File: src/rtl/regbank_alu_datapath_pkg.sv
// -----------------------------------------------------------------------------
// regbank_alu_datapath_pkg
// Shared constants for the register-bank / ALU datapath:
//   - ALU opcode encodings (ALU_PASSA .. ALU_NOTA)
//   - decoder codes: register indices and the NOWRITE destination code
//   - bit positions of the packed flag vector {V, C, N, Z}
// Optional feature macro used by the top: REGBANK_BYPASS_EN
// -----------------------------------------------------------------------------
package regbank_alu_datapath_pkg;

    localparam logic [2:0] ALU_PASSA = 3'b000;
    localparam logic [2:0] ALU_PASSB = 3'b001;
    localparam logic [2:0] ALU_ADD   = 3'b010;
    localparam logic [2:0] ALU_SUB   = 3'b011;
    localparam logic [2:0] ALU_AND   = 3'b100;
    localparam logic [2:0] ALU_OR    = 3'b101;
    localparam logic [2:0] ALU_XOR   = 3'b110;
    localparam logic [2:0] ALU_NOTA  = 3'b111;

    localparam logic [2:0] R0      = 3'b000;
    localparam logic [2:0] RP0     = 3'b110;
    localparam logic [2:0] RP1     = 3'b111;
    // RP1 shares its code with NOWRITE, so R7 can only be loaded by reset.
    localparam logic [2:0] NOWRITE = 3'b111;

    localparam int FLAG_V = 3;
    localparam int FLAG_C = 2;
    localparam int FLAG_N = 1;
    localparam int FLAG_Z = 0;

endpackage

File: src/rtl/regbank_alu_datapath_alu_core.sv
// -----------------------------------------------------------------------------
// regbank_alu_datapath_alu_core
// Purely combinational ALU.
// Ports:
//   a_i, b_i   operands (DATAWIDTH)
//   op_i       operation select (SELECTIONALU)
//   result_o   result, wraps modulo 2^DATAWIDTH
//   v_o, c_o   signed overflow / carry (no-borrow on subtract); 0 for pass/logic
//   n_o, z_o   result MSB / result equals zero
// -----------------------------------------------------------------------------
module regbank_alu_datapath_alu_core
    import regbank_alu_datapath_pkg::*;
#(
    parameter int DATAWIDTH    = 8,
    parameter int SELECTIONALU = 3
) (
    input  logic [DATAWIDTH-1:0]    a_i,
    input  logic [DATAWIDTH-1:0]    b_i,
    input  logic [SELECTIONALU-1:0] op_i,
    output logic [DATAWIDTH-1:0]    result_o,
    output logic                    v_o,
    output logic                    c_o,
    output logic                    n_o,
    output logic                    z_o
);

    localparam logic [DATAWIDTH:0] ONE = {{DATAWIDTH{1'b0}}, 1'b1};

    logic [DATAWIDTH:0] sum;

    always_comb begin
        sum      = '0;
        result_o = '0;
        v_o      = 1'b0;
        c_o      = 1'b0;
        case (op_i)
            ALU_PASSA: result_o = a_i;
            ALU_PASSB: result_o = b_i;
            ALU_ADD: begin
                sum      = {1'b0, a_i} + {1'b0, b_i};
                result_o = sum[DATAWIDTH-1:0];
                c_o      = sum[DATAWIDTH];
                // Same-sign operands producing an opposite-sign result.
                v_o      = (a_i[DATAWIDTH-1] == b_i[DATAWIDTH-1]) &&
                           (result_o[DATAWIDTH-1] != a_i[DATAWIDTH-1]);
            end
            ALU_SUB: begin
                // Two's-complement subtract; the carry out is the no-borrow bit.
                sum      = {1'b0, a_i} + {1'b0, ~b_i} + ONE;
                result_o = sum[DATAWIDTH-1:0];
                c_o      = sum[DATAWIDTH];
                v_o      = (a_i[DATAWIDTH-1] != b_i[DATAWIDTH-1]) &&
                           (result_o[DATAWIDTH-1] != a_i[DATAWIDTH-1]);
            end
            ALU_AND:  result_o = a_i & b_i;
            ALU_OR:   result_o = a_i | b_i;
            ALU_XOR:  result_o = a_i ^ b_i;
            ALU_NOTA: result_o = ~a_i;
            default:  result_o = '0;
        endcase
    end

    assign n_o = result_o[DATAWIDTH-1];
    assign z_o = (result_o == '0);

endmodule

File: src/rtl/regbank_alu_datapath.sv
// -----------------------------------------------------------------------------
// regbank_alu_datapath
// 8-entry register bank, two always-enabled operand latches, ALU and flag
// register. All sequencing comes from the select inputs.
// Ports:
//   clk            system clock, rising edge
//   lowRst         synchronous reset, active-low
//   sSelDecoA/B    register captured into operand latch A/B every edge
//   sSelDecoC      destination register; NOWRITE (3'b111) = no write, flags hold
//   sSelAlu        ALU operation
//   sOverflow, sCarry, sNegative, sZero   registered flags
//   rResult        contents of R0
//   sAluOut        combinational ALU output (observation only)
// Optional feature: define REGBANK_BYPASS_EN to forward the ALU result into an
// operand latch whose read select matches the register being written.
// -----------------------------------------------------------------------------
module regbank_alu_datapath
    import regbank_alu_datapath_pkg::*;
#(
    parameter int                 DATAWIDTH     = 8,
    parameter int                 SELECTIONALU  = 3,
    parameter int                 SELECTIONDECO = 3,
    parameter logic [DATAWIDTH-1:0] INIT_RP0    = 8'd0,
    parameter logic [DATAWIDTH-1:0] INIT_RP1    = 8'd0
) (
    input  logic                     clk,
    input  logic                     lowRst,
    input  logic [SELECTIONDECO-1:0] sSelDecoA,
    input  logic [SELECTIONDECO-1:0] sSelDecoB,
    input  logic [SELECTIONDECO-1:0] sSelDecoC,
    input  logic [SELECTIONALU-1:0]  sSelAlu,
    output logic                     sOverflow,
    output logic                     sCarry,
    output logic                     sNegative,
    output logic                     sZero,
    output logic [DATAWIDTH-1:0]     rResult,
    output logic [DATAWIDTH-1:0]     sAluOut
);

    logic [DATAWIDTH-1:0] bank_q [8];
    logic [DATAWIDTH-1:0] ra_q, ra_d;
    logic [DATAWIDTH-1:0] rb_q, rb_d;
    logic [3:0]           flags_q, flags_d;

    logic                 wr_en;
    logic [DATAWIDTH-1:0] alu_res;
    logic                 alu_v, alu_c, alu_n, alu_z;

    regbank_alu_datapath_alu_core #(
        .DATAWIDTH    (DATAWIDTH),
        .SELECTIONALU (SELECTIONALU)
    ) u_alu_core (
        .a_i      (ra_q),
        .b_i      (rb_q),
        .op_i     (sSelAlu),
        .result_o (alu_res),
        .v_o      (alu_v),
        .c_o      (alu_c),
        .n_o      (alu_n),
        .z_o      (alu_z)
    );

    assign wr_en = (sSelDecoC != NOWRITE);

    always_comb begin
        ra_d    = bank_q[sSelDecoA];
        rb_d    = bank_q[sSelDecoB];
        flags_d = flags_q;
`ifdef REGBANK_BYPASS_EN
        if (wr_en && (sSelDecoA == sSelDecoC)) ra_d = alu_res;
        if (wr_en && (sSelDecoB == sSelDecoC)) rb_d = alu_res;
`endif
        if (wr_en) begin
            flags_d[FLAG_V] = alu_v;
            flags_d[FLAG_C] = alu_c;
            flags_d[FLAG_N] = alu_n;
            flags_d[FLAG_Z] = alu_z;
        end
    end

    always_ff @(posedge clk) begin
        if (!lowRst) begin
            for (int i = 0; i < 6; i++) bank_q[i] <= '0;
            bank_q[RP0] <= INIT_RP0;
            bank_q[RP1] <= INIT_RP1;
            ra_q        <= '0;
            rb_q        <= '0;
            flags_q     <= '0;
        end else begin
            ra_q    <= ra_d;
            rb_q    <= rb_d;
            flags_q <= flags_d;
            if (wr_en) bank_q[sSelDecoC] <= alu_res;
        end
    end

    assign rResult   = bank_q[R0];
    assign sAluOut   = alu_res;
    assign sOverflow = flags_q[FLAG_V];
    assign sCarry    = flags_q[FLAG_C];
    assign sNegative = flags_q[FLAG_N];
    assign sZero     = flags_q[FLAG_Z];

endmodule

File: config.mk
export PLATFORM = sky130hd
export DESIGN_NAME = regbank_alu_datapath
export DESIGN_NICKNAME = d
export VERILOG_FILES = /design/src/rtl/regbank_alu_datapath_pkg.sv /design/src/rtl/regbank_alu_datapath_alu_core.sv /design/src/rtl/regbank_alu_datapath.sv
export SDC_FILE = /design/constraint.sdc
export NUM_CORES = 1
export LEC_CHECK = 0
export BUFFER_PORTS_ARGS = -buffer_cell sky130_fd_sc_hd__buf_2
export CORE_MARGIN = 8
export CORE_UTILIZATION = 66
export CTS_CLUSTER_SIZE = 30
export DETAILED_ROUTE_END_ITERATION = 6
export GPL_ROUTABILITY_DRIVEN = 0
export PLACE_DENSITY_LB_ADDON = 0.1
export SLEW_MARGIN = 20
export SYNTH_ARGS = -nofsm -noshare
export SYNTH_HDL_FRONTEND = slang
export SYNTH_SLANG_ARGS = --single-unit
File: constraint.sdc
create_clock -name clk -period 6.1 [get_ports clk]
set_clock_uncertainty 0.05 [all_clocks]
set_input_delay 0.305 -clock clk [delete_from_list [all_inputs] [get_ports clk]]
set_output_delay 0.305 -clock clk [all_outputs]
set_load 0.01 [all_outputs]
==> results of run 1 <==
-- cell usage in the layout, fill, tap and decap left out, types with 2 or more instances in the layout --
master	synthesis	layout
nor2_1	84	84
a31oi_1	4	4
buf_2	5	33
o22ai_2	2	2
fa_1	2	2
nand2b_1	6	6
nand3_1	10	10
mux4_2	34	34
o22ai_1	4	4
a211oi_1	3	3
a21oi_1	13	13
mux2_2	3	3
o21bai_1	3	3
nor2b_1	6	6
o21a_1	3	3
mux2i_1	24	24
o21ai_0	13	13
dfxtp_1	20	20
o211ai_2	2	2
nand2_1	29	29
nor3_1	4	4
clkbuf_8	0	9
conb_1	1	8
xnor2_1	3	3
o221ai_1	3	3
a21o_1	4	4
ha_1	25	25
inv_1	37	37
inv_4	1	2
edfxtp_1	64	64
-- worst min path at each step --
stage,from,endpoint,slack (ns),cells after the start
6_report,lowRst,flags_q[3],0.29,3
5_1_grt,lowRst,flags_q[3],0.29,3
4_1_cts,lowRst,flags_q[3],0.27,3
3_5_place_dp,flags_q[1],flags_q[1],0.46,2
3_3_place_gp,flags_q[0],flags_q[0],0.42,2
2_1_floorplan,flags_q[0],flags_q[0],0.46,2
-- flip-flops by register name, summed over array words and instances, names as in the netlist --
signal   flops
bank_q      64
rb_q         8
ra_q         8
flags_q      4
-- critical path, cell delays in order, from the launching register on --
cell      delay [ns]
dfxtp_1         0.40
ha_1            0.25
inv_1           0.07
fa_1            0.40
nand2b_1        0.18
a211oi_1        0.23
a21oi_1         0.08
xnor2_1         0.15
a21oi_1         0.68
inv_1           0.08
buf_2           0.17
-- metal layers --
layer,global-route usage (%),up-vias,wire length (um)
li1,-,1714,-
met1,28.06,1910,4886
met2,41.22,181,6739
met3,3.686,34,841
met4,9.378,0,347
met5,0,-,0
-- cells by family after synthesis --
family / Yosys count / synth area share, %
flip-flops: 84 / 44.40
multiplexers: 62 / 20.31
AND/OR/NAND/NOR: 145 / 11.75
AO/OA/AOI/OAI: 73 / 10.43
XOR/XNOR: 3 / 0.5025
other: 1 / 0.07170
buffers and inverters: 69 / 5.789
adder cells (fa/ha/maj): 27 / 6.746
-- final cells by class --
class / count / share of cell area, %
tap: 102 / 2.274
multi-input combinational: 318 / 46.88
inverter: 39 / 2.653
sequential: 84 / 41.37
clock inverter: 5 / 1.025
clock buffer: 11 / 2.720
timing repair buffer: 34 / 3.076
-- Yosys cell counts, drive strengths merged, types with 2 or more instances --
library cell / n
fa: 2
nor3: 4
nor2b: 6
ha: 25
inv: 39
clkbuf: 15
o21ai: 14
o22ai: 6
nand3: 10
a21o: 4
nand2b: 6
o221ai: 3
mux4: 34
o21bai: 3
edfxtp: 64
nor2: 84
o211ai: 3
dfxtp: 20
nand2: 29
a21oi: 13
buf: 15
o21a: 3
mux2i: 25
a31oi: 5
mux2: 3
a211oi: 3
xnor2: 3
-- power by group through the flow --
stage | logic (mW) | registers, mW | clock network, mW
final | 0.313 | 0.676 | 0.424
after global placement | 0.303 | 0.684 | 0
after CTS | 0.310 | 0.675 | 0.422
after detailed placement | 0.309 | 0.688 | 0
after global routing | 0.339 | 0.680 | 0.444
after floorplan | 0.235 | 0.682 | 0
==> results.json, run 1 <==
{
  "status": "finished, final reports clean",
  "ios": 34,
  "holdWs_ns": 0.2927,
  "nFillCells": 575,
  "numCtsBuffers": 9,
  "grt_pass1_wl_mm": 20.18,
  "h-tree-depth": 3,
  "yosysTopAreaCell": "edfxtp_1",
  "power_frac_clock_pct": 30.0,
  "die-area_um2": 11030,
  "crit_path_start": "rb_q[0]",
  "fin_nets": 527,
  "max_cap_violations": 0,
  "pwr-share-seq_pct": 47.8,
  "timing.fmax_mhz": 293.1,
  "hold_viol_final": 0,
  "arrival_ns": 3.06,
  "ff_latch_area_um2": 2322,
  "cellLeakagePower_nw": 2.272,
  "num_antenna_cells": 0,
  "die_w_um": 105.0,
  "wl_mm": 12.82,
  "finalSetupViolCount": 0,
  "chipHeight_um": 105.0,
  "start_util_pct": 68.03,
  "r2r.worst_path.cells": 10,
  "rows": 32,
  "switching_share_pct": 29.75,
  "wl_per_cell_um": 21.61,
  "finalNonFillerCells": 593,
  "grt.total_usage_pct": 23.43,
  "placed_cell_area_um2": 5403,
  "antenna_left": 0,
  "clk_path_buf_depth": 2,
  "min_period_ns": 3.412,
  "r2r_end": "flags_q[0]",
  "coreArea_um2": 7687,
  "first_iter_violations": 360,
  "pwr-share-comb_pct": 22.2,
  "cts.sinks": 84,
  "worstSetupStartpointType": "flip-flop",
  "path_max_fanout": 9,
  "synth_edf_count": 64,
  "yosysTopAreaCellShare_pct": 36.75,
  "async_flop_share_pct": 0,
  "synth_area_um2": 5230,
  "worst_slew_pin_slew_ns": 0.9193,
  "cts_tree": "built",
  "p_int_mw": 0.9927,
  "vias": 3839,
  "worstSetupPathType": "reg2out",
  "design_area_um2": 5613,
  "syn_inst": 464,
  "via_per_inst": 6.474,
  "drc": 0,
  "ys.flop_type": "edfxtp_1",
  "finalCritPeriodShare_pct": 55.94,
  "portBuffers": 33,
  "ys_warn_count": 0,
  "p_sw_mw": 0.4203,
  "p_per_area_nw_per_um2": 251.7,
  "vdd_drop_max_mv": 0.1851,
  "hold_path.class": "in2reg",
  "worst_slack_ns": 2.688,
  "postCtsSetupRepairBufs": 0,
  "maxSlewViolCount": 0,
  "path_clk_slew_ns": 0.09,
  "worst_ep_required_time_ns": 5.74,
  "dp_slack_ns": 3.058,
  "drive_above_1_share_pct": 20.77,
  "dpl.cell_count": 577,
  "endpoint": "sAluOut[4]",
  "synth.ff_latch_count": 84,
  "critPathCaptureType": "output pin",
  "synthTopCellsByArea": "edfxtp_1 37%, mux4_2 15%, dfxtp_1 7.7%",
  "cts_hold_buf": 0,
  "r2r_start": "rb_q[0]",
  "p_total_mw": 1.413,
  "reg2reg_slack_ns": 2.97,
  "grt_pass1_vias": 3750,
  "grt_max_degree": 33,
  "tns_ns": 0,
  "multi_input_area_um2": 2631,
  "utilization_pct": 73.01,
  "ys_seq_area_share_pct": 44.40,
  "slew_headroom_pct": 38.71,
  "ctsResizeCount": 0,
  "grt_overflow_total": 0,
  "hpwl_mm": 9.161,
  "antenna_found_initial": 0,
  "synth_cell_types": 61,
  "insertion_delay_ns": 0.36,
  "rsz0062_at_grt": "false",
  "firstDrtPassIters": 5,
  "syn_avg_cell_area_um2": 11.27,
  "ctsRootBufferMaster": "clkbuf_8",
  "area_growth_pct": 7.321
}
(Power assumes the default switching activity.)
==> run 2: changes to the inputs <==
--- a/config.mk
+++ b/config.mk
@@ -7,7 +7,7 @@
 export LEC_CHECK = 0
 export BUFFER_PORTS_ARGS = -buffer_cell sky130_fd_sc_hd__buf_2
 export CORE_MARGIN = 8
-export CORE_UTILIZATION = 66
+export CORE_UTILIZATION = 61
 export CTS_CLUSTER_SIZE = 30
 export DETAILED_ROUTE_END_ITERATION = 6
 export GPL_ROUTABILITY_DRIVEN = 0
==> constraint.sdc (replaced) <==
create_clock -name clk -period 3.2 [get_ports clk]
set_clock_uncertainty 0.05 [all_clocks]
set_input_delay 0.16 -clock clk [delete_from_list [all_inputs] [get_ports clk]]
set_output_delay 0.16 -clock clk [all_outputs]
set_load 0.01 [all_outputs]
==> run 2 against run 1 <==
Against the previous run:
- global-route usage shrank 2.8 points
- critical path type unchanged
- hold slack lost 0.13 ns
- via count shrank 4.6%
- largest power group unchanged
- combinational power increased by 95%
- routed wire length fell by 8.9%
- final cell count rose by 1.7%
- count of clock-buffer cells in the layout rose by 1
- clock power rose by 90%
- power up 91%
- sequential power is 91% higher
==> results.json, run 2 (synthesis results as in run 1) <==
{
  "wl_per_cell_um": 19.35,
  "grt_max_degree": 33,
  "wl_mm": 11.67,
  "hpwl_mm": 8.752,
  "ctsRootBufferMaster": "clkbuf_8",
  "endpoint": "sAluOut[7]",
  "antenna_left": 0,
  "p_per_area_nw_per_um2": 475.2,
  "mostFrequentLayoutCell": "nor2_1",
  "arrival_ns": 2.82,
  "finalSetupViolCount": 0,
  "path_clk_slew_ns": 0.08,
  "r2r.worst_path.cells": 10,
  "cellLeakagePower_nw": 2.315,
  "reg2reg_slack_ns": 0.26,
  "r2r_start": "rb_q[0]",
  "worstSetupStartpointType": "flip-flop",
  "cts_hold_buf": 0,
  "die_w_um": 108.6,
  "slew_headroom_pct": 57.79,
  "largest_registers": "bank_q x64, ra_q x8, rb_q x8",
  "coreArea_um2": 8258,
  "path_max_fanout": 9,
  "num_antenna_cells": 0,
  "hold_viol_final": 0,
  "ctsResizeCount": 0,
  "grt_pass1_vias": 3688,
  "firstDrtPassIters": 5,
  "drc": 0,
  "h-tree-depth": 3,
  "timing.fmax_mhz": 329.9,
  "finalCritPeriodShare_pct": 94.74,
  "rsz0062_at_grt": "false",
  "numCtsBuffers": 9,
  "vdd_drop_max_mv": 0.4250,
  "antenna_found_initial": 0,
  "fin_nets": 534,
  "clk_path_buf_depth": 2,
  "drive_above_1_share_pct": 22.09,
  "status": "finished, final reports clean",
  "grt_pass1_wl_mm": 18.64,
  "postCtsSetupRepairBufs": 0,
  "design_area_um2": 5694,
  "worst_slew_pin_slew_ns": 0.6332,
  "worstSetupPathType": "reg2out",
  "rows": 33,
  "vias": 3663,
  "max_cap_violations": 0,
  "cts.sinks": 84,
  "holdWs_ns": 0.1611,
  "crit_path_start": "ra_q[1]",
  "via_per_inst": 6.075,
  "placed_cell_area_um2": 5459,
  "grt.total_usage_pct": 20.62,
  "tns_ns": 0,
  "first_iter_violations": 257,
  "area_growth_pct": 8.876,
  "cts_tree": "built",
  "layout_common_cells": "84 x nor2_1, 64 x edfxtp_1, 37 x inv_1",
  "maxSlewViolCount": 0,
  "chipHeight_um": 108.6,
  "r2r_end": "flags_q[0]",
  "start_util_pct": 63.33,
  "grt_overflow_total": 0,
  "holdPathStages": 3,
  "worst_ep_required_time_ns": 2.99,
  "min_period_ns": 3.032,
  "top_register": "bank_q",
  "ios": 34,
  "critPathCaptureType": "output pin",
  "insertion_delay_ns": 0.35,
  "hold_path.class": "in2reg",
  "largest_register_ffs": 64,
  "die-area_um2": 11790,
  "portBuffers": 33
}
## run 2: metal layers
metal / GRT usage (%) / vias up / part of all wire (%) / wire length, um
li1: - / 1739 / - / -
met1: 24.00 / 1760 / 40 / 4674
met2: 36.70 / 138 / 52 / 6057
met3: 3.569 / 26 / 5.6 / 651
met4: 8.602 / 0 / 2.5 / 286
met5: 0 / - / 0 / 0
## run 2: worst min-delay path by stage
stage | end | from | slack, ns
floorplan | flags_q[2] | sSelAlu[2] | 0.34
global placement | flags_q[0] | flags_q[0] | 0.42
detailed placement | flags_q[0] | flags_q[0] | 0.42
CTS | flags_q[3] | lowRst | 0.14
global route | flags_q[3] | lowRst | 0.16
finish | flags_q[3] | lowRst | 0.16
## run 2: through the flow
stage / cells / worst slack [ns] / power [mW] / utilization (%)
after floorplan: 471 / 0.6502 / 1.748 / -
after global placement: 587 / 0.3024 / 1.896 / 66.11
after detailed placement: 587 / 0.2539 / 1.912 / 66.11
after CTS: 603 / 0.08901 / 2.708 / 68.77
after global routing: 603 / 0.01708 / 2.818 / 68.95
final: 603 / 0.1684 / 2.706 / 68.95
## run 2: critical path: stages, from the launching register on
cell and delay (ns):
dfxtp_1 0.45, inv_1 0.13, ha_1 0.34, o21ba_2 0.22, or4_4 0.42, o211ai_2 0.12
a221oi_2 0.14, a22oi_2 0.16, o221a_4 0.31, inv_4 0.04, buf_2 0.13
## run 2: report_power, final
group          total (mW)  internal [mW]  switching (mW)
Combinational       0.611          0.257           0.355
Clock               0.807          0.433           0.374
Sequential           1.29           1.24          0.0453
## run 2: area by class of cell
class | instances | area, um^2
inverters | 39 | 148.9
fillers | 641 | 2564
clock inverters | 4 | 53.80
repair buffers | 41 | 225.2
multi-input cells | 318 | 2646
flip-flops and latches | 84 | 2322
well taps | 105 | 131.4
clock buffers | 12 | 166.4
